## src/rtl/vga_timing_pkg.sv

```systemverilog
// 640x480@60 Hz VGA timing constants and helpers, shared by the sync counter
// and the downstream draw blocks so visible-window limits live in one place.
package vga_timing_pkg;

  localparam int POS_W = 16;

  localparam int CLK_DIV_DEF     = 4;
  localparam int H_TOTAL_DEF     = 800;
  localparam int H_SYNC_DEF      = 96;
  localparam int H_VIS_START_DEF = 144;
  localparam int H_VIS_END_DEF   = 783;
  localparam int V_TOTAL_DEF     = 525;
  localparam int V_SYNC_DEF      = 2;
  localparam int V_VIS_START_DEF = 35;
  localparam int V_VIS_END_DEF   = 514;

  typedef logic [POS_W-1:0] pos_t;

  // Inclusive range test used for visible-window and shape limit compares.
  function automatic logic in_window(input pos_t pos, input pos_t lo, input pos_t hi);
    return (pos >= lo) && (pos <= hi);
  endfunction

endpackage

```

## src/rtl/vga_sync_counter_if.sv

```systemverilog
// Position/sync bundle between the VGA timing source (master) and consumers (slave).
interface vga_sync_counter_if;
  import vga_timing_pkg::*;

  logic en;
  logic pixel_tick;
  pos_t horizontal_actual_position;
  pos_t vertical_actual_position;
  logic hsync;
  logic vsync;
  logic video_on;
  logic frame_start;

  modport master (
    input  en,
    output pixel_tick,
    output horizontal_actual_position,
    output vertical_actual_position,
    output hsync,
    output vsync,
    output video_on,
    output frame_start
  );

  modport slave (
    output en,
    input  pixel_tick,
    input  horizontal_actual_position,
    input  vertical_actual_position,
    input  hsync,
    input  vsync,
    input  video_on,
    input  frame_start
  );

endinterface

```

## src/rtl/pixel_tick_gen.sv

```systemverilog
// Divides the system clock down to a pixel-rate enable; tick is combinational
// so users can apply it as a clock enable on the same edge.
module pixel_tick_gen #(
  parameter int CLK_DIV = 4
) (
  input  logic clk,
  input  logic rst,
  input  logic en,
  output logic tick
);

  localparam int DIV_W = (CLK_DIV > 1) ? $clog2(CLK_DIV) : 1;
  localparam logic [DIV_W-1:0] DIV_LAST = DIV_W'(CLK_DIV - 1);

  logic [DIV_W-1:0] div_cnt;

  always_ff @(posedge clk) begin
    if (rst) begin
      div_cnt <= '0;
    end else if (en) begin
      if (div_cnt == DIV_LAST) begin
        div_cnt <= '0;
      end else begin
        div_cnt <= div_cnt + 1'b1;
      end
    end
  end

  assign tick = en && (div_cnt == DIV_LAST);

endmodule

```

## src/rtl/vga_sync_counter.sv

```systemverilog
// VGA position counters with sync/visible decode; positions include sync and
// back porch, so the default visible window is (144,35)..(783,514).
module vga_sync_counter
  import vga_timing_pkg::*;
#(
  parameter int CLK_DIV     = CLK_DIV_DEF,
  parameter int H_TOTAL     = H_TOTAL_DEF,
  parameter int H_SYNC      = H_SYNC_DEF,
  parameter int H_VIS_START = H_VIS_START_DEF,
  parameter int H_VIS_END   = H_VIS_END_DEF,
  parameter int V_TOTAL     = V_TOTAL_DEF,
  parameter int V_SYNC      = V_SYNC_DEF,
  parameter int V_VIS_START = V_VIS_START_DEF,
  parameter int V_VIS_END   = V_VIS_END_DEF
) (
  input  logic               clk,
  input  logic               rst,
  vga_sync_counter_if.master bus
);

  localparam pos_t H_LAST = pos_t'(H_TOTAL - 1);
  localparam pos_t V_LAST = pos_t'(V_TOTAL - 1);

  logic tick;
  pos_t h_cnt;
  pos_t v_cnt;
  logic pixel_tick_q;
  logic frame_start_q;

  pixel_tick_gen #(
    .CLK_DIV (CLK_DIV)
  ) u_tick_gen (
    .clk  (clk),
    .rst  (rst),
    .en   (bus.en),
    .tick (tick)
  );

  // frame_start is set only by a counted wrap, never by reset exit.
  always_ff @(posedge clk) begin
    if (rst) begin
      h_cnt         <= '0;
      v_cnt         <= '0;
      pixel_tick_q  <= 1'b0;
      frame_start_q <= 1'b0;
    end else begin
      pixel_tick_q  <= tick;
      frame_start_q <= 1'b0;
      if (tick) begin
        if (h_cnt == H_LAST) begin
          h_cnt <= '0;
          if (v_cnt == V_LAST) begin
            v_cnt         <= '0;
            frame_start_q <= 1'b1;
          end else begin
            v_cnt <= v_cnt + 1'b1;
          end
        end else begin
          h_cnt <= h_cnt + 1'b1;
        end
      end
    end
  end

  // Decode straight off the counter registers so it aligns with the positions.
  assign bus.horizontal_actual_position = h_cnt;
  assign bus.vertical_actual_position   = v_cnt;
  assign bus.pixel_tick                 = pixel_tick_q;
  assign bus.frame_start                = frame_start_q;
  assign bus.hsync    = !(h_cnt < pos_t'(H_SYNC));
  assign bus.vsync    = !(v_cnt < pos_t'(V_SYNC));
  assign bus.video_on = in_window(h_cnt, pos_t'(H_VIS_START), pos_t'(H_VIS_END)) &&
                        in_window(v_cnt, pos_t'(V_VIS_START), pos_t'(V_VIS_END));

endmodule

```

## src/flat_wrapper.sv

```systemverilog
// flat-port wrapper written by rule: the top's interface ports become plain ports
module vga_sync_counter_flat import vga_timing_pkg::*;
#(
  parameter int CLK_DIV     = CLK_DIV_DEF,
  parameter int H_TOTAL     = H_TOTAL_DEF,
  parameter int H_SYNC      = H_SYNC_DEF,
  parameter int H_VIS_START = H_VIS_START_DEF,
  parameter int H_VIS_END   = H_VIS_END_DEF,
  parameter int V_TOTAL     = V_TOTAL_DEF,
  parameter int V_SYNC      = V_SYNC_DEF,
  parameter int V_VIS_START = V_VIS_START_DEF,
  parameter int V_VIS_END   = V_VIS_END_DEF
)
  (clk, rst, bus_en, bus_pixel_tick, bus_horizontal_actual_position, bus_vertical_actual_position, bus_hsync, bus_vsync, bus_video_on, bus_frame_start);
  vga_sync_counter_if bus_i ();
  input  logic clk;
  input  logic rst;
  input wire logic [$bits(bus_i.en)-1:0] bus_en;
  output wire logic [$bits(bus_i.pixel_tick)-1:0] bus_pixel_tick;
  output wire logic [$bits(bus_i.horizontal_actual_position)-1:0] bus_horizontal_actual_position;
  output wire logic [$bits(bus_i.vertical_actual_position)-1:0] bus_vertical_actual_position;
  output wire logic [$bits(bus_i.hsync)-1:0] bus_hsync;
  output wire logic [$bits(bus_i.vsync)-1:0] bus_vsync;
  output wire logic [$bits(bus_i.video_on)-1:0] bus_video_on;
  output wire logic [$bits(bus_i.frame_start)-1:0] bus_frame_start;
  assign bus_i.en = bus_en;
  assign bus_pixel_tick = bus_i.pixel_tick;
  assign bus_horizontal_actual_position = bus_i.horizontal_actual_position;
  assign bus_vertical_actual_position = bus_i.vertical_actual_position;
  assign bus_hsync = bus_i.hsync;
  assign bus_vsync = bus_i.vsync;
  assign bus_video_on = bus_i.video_on;
  assign bus_frame_start = bus_i.frame_start;
  vga_sync_counter #(.CLK_DIV(CLK_DIV), .H_TOTAL(H_TOTAL), .H_SYNC(H_SYNC), .H_VIS_START(H_VIS_START), .H_VIS_END(H_VIS_END), .V_TOTAL(V_TOTAL), .V_SYNC(V_SYNC), .V_VIS_START(V_VIS_START), .V_VIS_END(V_VIS_END)) u_core (.clk(clk), .rst(rst), .bus(bus_i));
endmodule
```

## config.mk

```make
export PLATFORM = sky130hd
export DESIGN_NAME = vga_sync_counter_flat
export DESIGN_NICKNAME = d
export VERILOG_FILES = /design/src/rtl/vga_timing_pkg.sv /design/src/rtl/vga_sync_counter_if.sv /design/src/rtl/pixel_tick_gen.sv /design/src/rtl/vga_sync_counter.sv /design/src/flat_wrapper.sv
export SDC_FILE = /design/constraint.sdc
export NUM_CORES = 1
export LEC_CHECK = 0
export ABC_AREA = 1
export CORE_MARGIN = 8
export CORE_UTILIZATION = 52
export DETAILED_ROUTE_END_ITERATION = 8
export GPL_TIMING_DRIVEN = 0
export MAX_ROUTING_LAYER = met4
export PLACE_DENSITY = 0.77
export SETUP_SLACK_MARGIN = 0.15
export SLEW_MARGIN = 20
export SYNTH_ARGS = -nofsm -noshare
export SYNTH_HDL_FRONTEND = slang
export SYNTH_HIERARCHICAL = 1
export SYNTH_SLANG_ARGS = --single-unit
```

## constraint.sdc

```tcl
create_clock -name clk -period 1.8 [get_ports clk]
set_input_delay 0.36 -clock clk [delete_from_list [all_inputs] [get_ports clk]]
set_output_delay 0.36 -clock clk [all_outputs]
set_load 0.05 [all_outputs]
```

==> results by group <==
GRT
  – Initial antenna violation count: 0
  – Largest net degree at the start of global routing: 13
  – GRT Max-Usage Layer: met2
  – GR Layer Usage met3: 4.42%
  – Routing usage on met2: 28.4%
  – M1 GR Usage: 21.5%
  – GRT overflow: 0
  – GRT Util Overall: 18.0%
  – First-pass GRT wire length: 9.28 mm
  – Vias in the first global route: 2107

Final layout
  – N_diodes: 0
  – Synth-to-Final Area Change: 40.0%
  – Fillers: 305
  – Nets: 410
  – Layout cells sized above 1: 28.8%
  – Fin util: 76.2%
  – Non-Filler Instances: 453

Place
  – Input/output buffers: 39
  – Post-detail-place hpwl: 4.14 mm
  – RD Place Congestion: 0.892
  – Cells after DPL: 427

Hold path
  – Hold Path End: u_core/bus.vertical_actual_position[11]$_SDFFE_PP0N_
  – HP Start: u_core/bus.vertical_actual_position[11]$_SDFFE_PP0N_
  – Hold Crit Class: reg2reg
  – Worst hold path depth: 2

Die
  – Die Footprint: 6550 um2
  – Die W: 80.9 um
  – Core Area: 4030 um2
  – # IOs: 40
  – Row Count: 23
  – Initial core utilization: 54.4%
  – Chip Height: 80.9 um

Logic synthesis
  – Synth Warn #: 6
  – Area leader, netlist: dfxtp_1
  – Top cells by area, synth: dfxtp_1 33%, nand2_1 15%, nor2_1 7.9%
  – Ys async rst share: 0%
  – Area of the mapped netlist: 2190 um2
  – Synthesis-stage register bit count: 36
  – Number of synthesized flops with an enable pin: 0
  – Most frequent cell after synthesis: nand2_1
  – Synth cell count leaders: 86 x nand2_1, 46 x nor2_1, 44 x inv_1
  – Syn_nets: 346
  – Synth Flop Type: dfxtp_1
  – Cells after Synth: 338
  – Syn_area_per_cell: 6.49 um2
  – Synth top area share: 32.9%
  – Yosys cell types: 34
  – Post-synthesis sequential area ratio: 32.9%

Timing
  – Worst Clk Skew: 0.00956 ns
  – Final Cycle Share: 107%
  – Slew Limit Fails: 0
  – Endpoints failing hold: 0
  – Post-route setup slack: -0.130 ns
  – RSZ-0062 raised after global routing: yes
  – Maximum clock frequency: 518 MHz
  – Setup violations, final: 2
  – Rel. slew slack: 66.1%
  – Worst slew pin tran: 0.508 ns
  – Setup_tns: -0.201 ns
  – Tmin final: 1.93 ns

Clocking
  – Clk sink count: 36
  – CTS tree: yes
  – H-tree depth: 2
  – Clk pin slew, worst setup/hold paths: 0.08 ns
  – Clk Latency, worst-skew pair: 0.29 ns
  – Clock Tree Buf Depth: 2
  – CTS Buf Count: 5
  – Clock root cell: clkbuf_8

Pwr
  – Clock power frac: 44.9%
  – Peak VDD IR: 0.479 mV
  – Switching share of power: 22.2%
  – Logic pwr share: 4.6%
  – Power Dens Cells: 515 nW/um2
  – Internal: 1230 uW
  – Net Switching: 350 uW
  – LEAKAGE: 0.00144 uW
  – Sequential share of power: 50.5%

Critical path
  – Highest fanout seen on the critical path: 7
  – Crit path cell chain: clkbuf_4 -> inv_1 -> nand3_1 -> o21ai_1 -> nand3_1 -> a21oi_4 -> buf_6
  – Worst path slowest cell: dfxtp_2
  – FF-to-FF path depth: 10
  – Critical Path Most Common Cell: nand3_1
  – Critical path class: reg2out
  – Critical R2R Launch: u_core/u_tick_gen/div_cnt[0]$_SDFFE_PP0P_
  – Worst path max stage delay: 0.32 ns
  – Setup crit end kind: output port
  – Arrival time at the worst endpoint: 1.57 ns
  – Worst R2R End: u_core/bus.horizontal_actual_position[9]$_SDFFE_PP0P_
  – Req. time, crit path: 1.44 ns
  – Startpoint types: register
  – Register-to-register path setup slack: 0.25 ns

Detailed routing
  – DRT Wirelength: 5.75 mm
  – Drt initial violations: 128
  – Via Count: 2376
  – Via density: 5.25
  – Residual DRC count: 0
  – WL/cell: 12.7 um
  – Antenna-violating nets left: 0
  – Pre-antenna DRT Iters: 4

Run
  – Max-Cap Viols: 0

Status
  – Failing checks: setup timing
  – Status: complete, but fails checks
==> worst max path at each step <==
stage                              end  slack [ns]  cells after the start                                                  from
after floorplan              bus_vsync        0.02                      4  u_core/bus.vertical_actual_position[14]$_SDFFE_PP0N_
after global placement    bus_video_on       -0.53                      7   u_core/bus.vertical_actual_position[2]$_SDFFE_PP0N_
after detailed placement  bus_video_on       -0.50                      7   u_core/bus.vertical_actual_position[2]$_SDFFE_PP0N_
after CTS                    bus_vsync       -0.09                      5  u_core/bus.vertical_actual_position[10]$_SDFFE_PP0N_
after global routing      bus_video_on       -0.23                      7   u_core/bus.vertical_actual_position[5]$_SDFFE_PP0N_
final                     bus_video_on       -0.13                      7   u_core/bus.vertical_actual_position[5]$_SDFFE_PP0N_
==> worst max-delay path: cells and delay by family, from the launching register on <==
family                 cells  cell delay, ns
buffers and inverters      3            0.42
flip-flops                 1            0.32
AND/OR/NAND/NOR            2            0.25
AO/OA/AOI/OAI              2            0.29
==> cell type report <==
class,instances,area [um2],share of cell area (%)
timing repair buffer,57,507,16.5
clock buffer,5,68.8,2.24
buffer,5,38.8,1.26
tap,50,62.6,2.04
clock inverter,3,42.5,1.38
inverter,48,183,5.95
sequential,36,774,25.2
multi-input combinational,249,1400,45.4
==> timing repair <==
| action | in CTS | in global routing |
|---|---|---|
| gates cloned | 0 | 1 |
| endpoints found under the setup margin | 49 | 25 |
| endpoints found under the hold margin | 0 | 0 |
| hold buffers | 0 | 0 |
| gates resized for setup | 82 | 25 |
| setup buffers | 6 | 11 |
| pin swaps | 9 | 11 |
==> layout by cell type (no fill, tap or decap), drive strengths merged, types with 7 or more instances in the layout <==
cell,netlist,final
nor3,11,11
nand2,94,94
nand3,33,33
dlygate4sd2,0,29
dfxtp,36,36
buf,3,24
nor2,55,55
inv,48,48
xor2,8,8
clkbuf,2,7
a21oi,9,9
o21ai,11,11
nand4,10,10
==> registers in the layout, summed over array words and instances, names as in the netlist <==
signal,count
u_core/bus.frame_start,1
u_core/bus.horizontal_actual_position,16
u_core/bus.pixel_tick,1
u_core/bus.vertical_actual_position,16
u_core/u_tick_gen/div_cnt,2
==> layer usage <==
layer | vias to the layer above | part of all wire (%)
met1 | 1085 | 45
li1 | 1196 | -
met5 | - | 0
met3 | 11 | 6.4
met4 | 0 | 1.9
met2 | 84 | 46
==> through the flow <==
stage               worst slack [ns]  total power, uW  hold WS [ns]  cell area (um2)
global placement              -0.530              876         0.468             2700
global route                  -0.230             1650         0.496             3070
detailed placement            -0.504              877         0.472             2700
floorplan                     0.0175              857         0.429             2250
finish                        -0.130             1580         0.479             3070
CTS                          -0.0940             1580         0.482             2880
==> power by group through the flow <==
stage                     sequential [uW]  clock [uW]  combinational, uW
after global routing                  799         773               80.0
after floorplan                       823           0               34.5
final                                 798         711               72.2
after CTS                             796         726               57.2
after global placement                818           0               57.8
after detailed placement              818           0               58.8
==> cells by family (layout without fill, tap and decap cells) <==
family / after synthesis / in the layout / share of synthesized area (%)
AOI/OAI and AO/OA: 25 / 25 / 6.33
xor gates and xnor gates: 11 / 11 / 4.39
adders and majority gates: 5 / 5 / 2.85
buffers and inverters: 53 / 118 / 9.81
DFF: 36 / 36 / 32.9
and+or+nand+nor: 208 / 208 / 43.8
(Power assumes the default switching activity.)
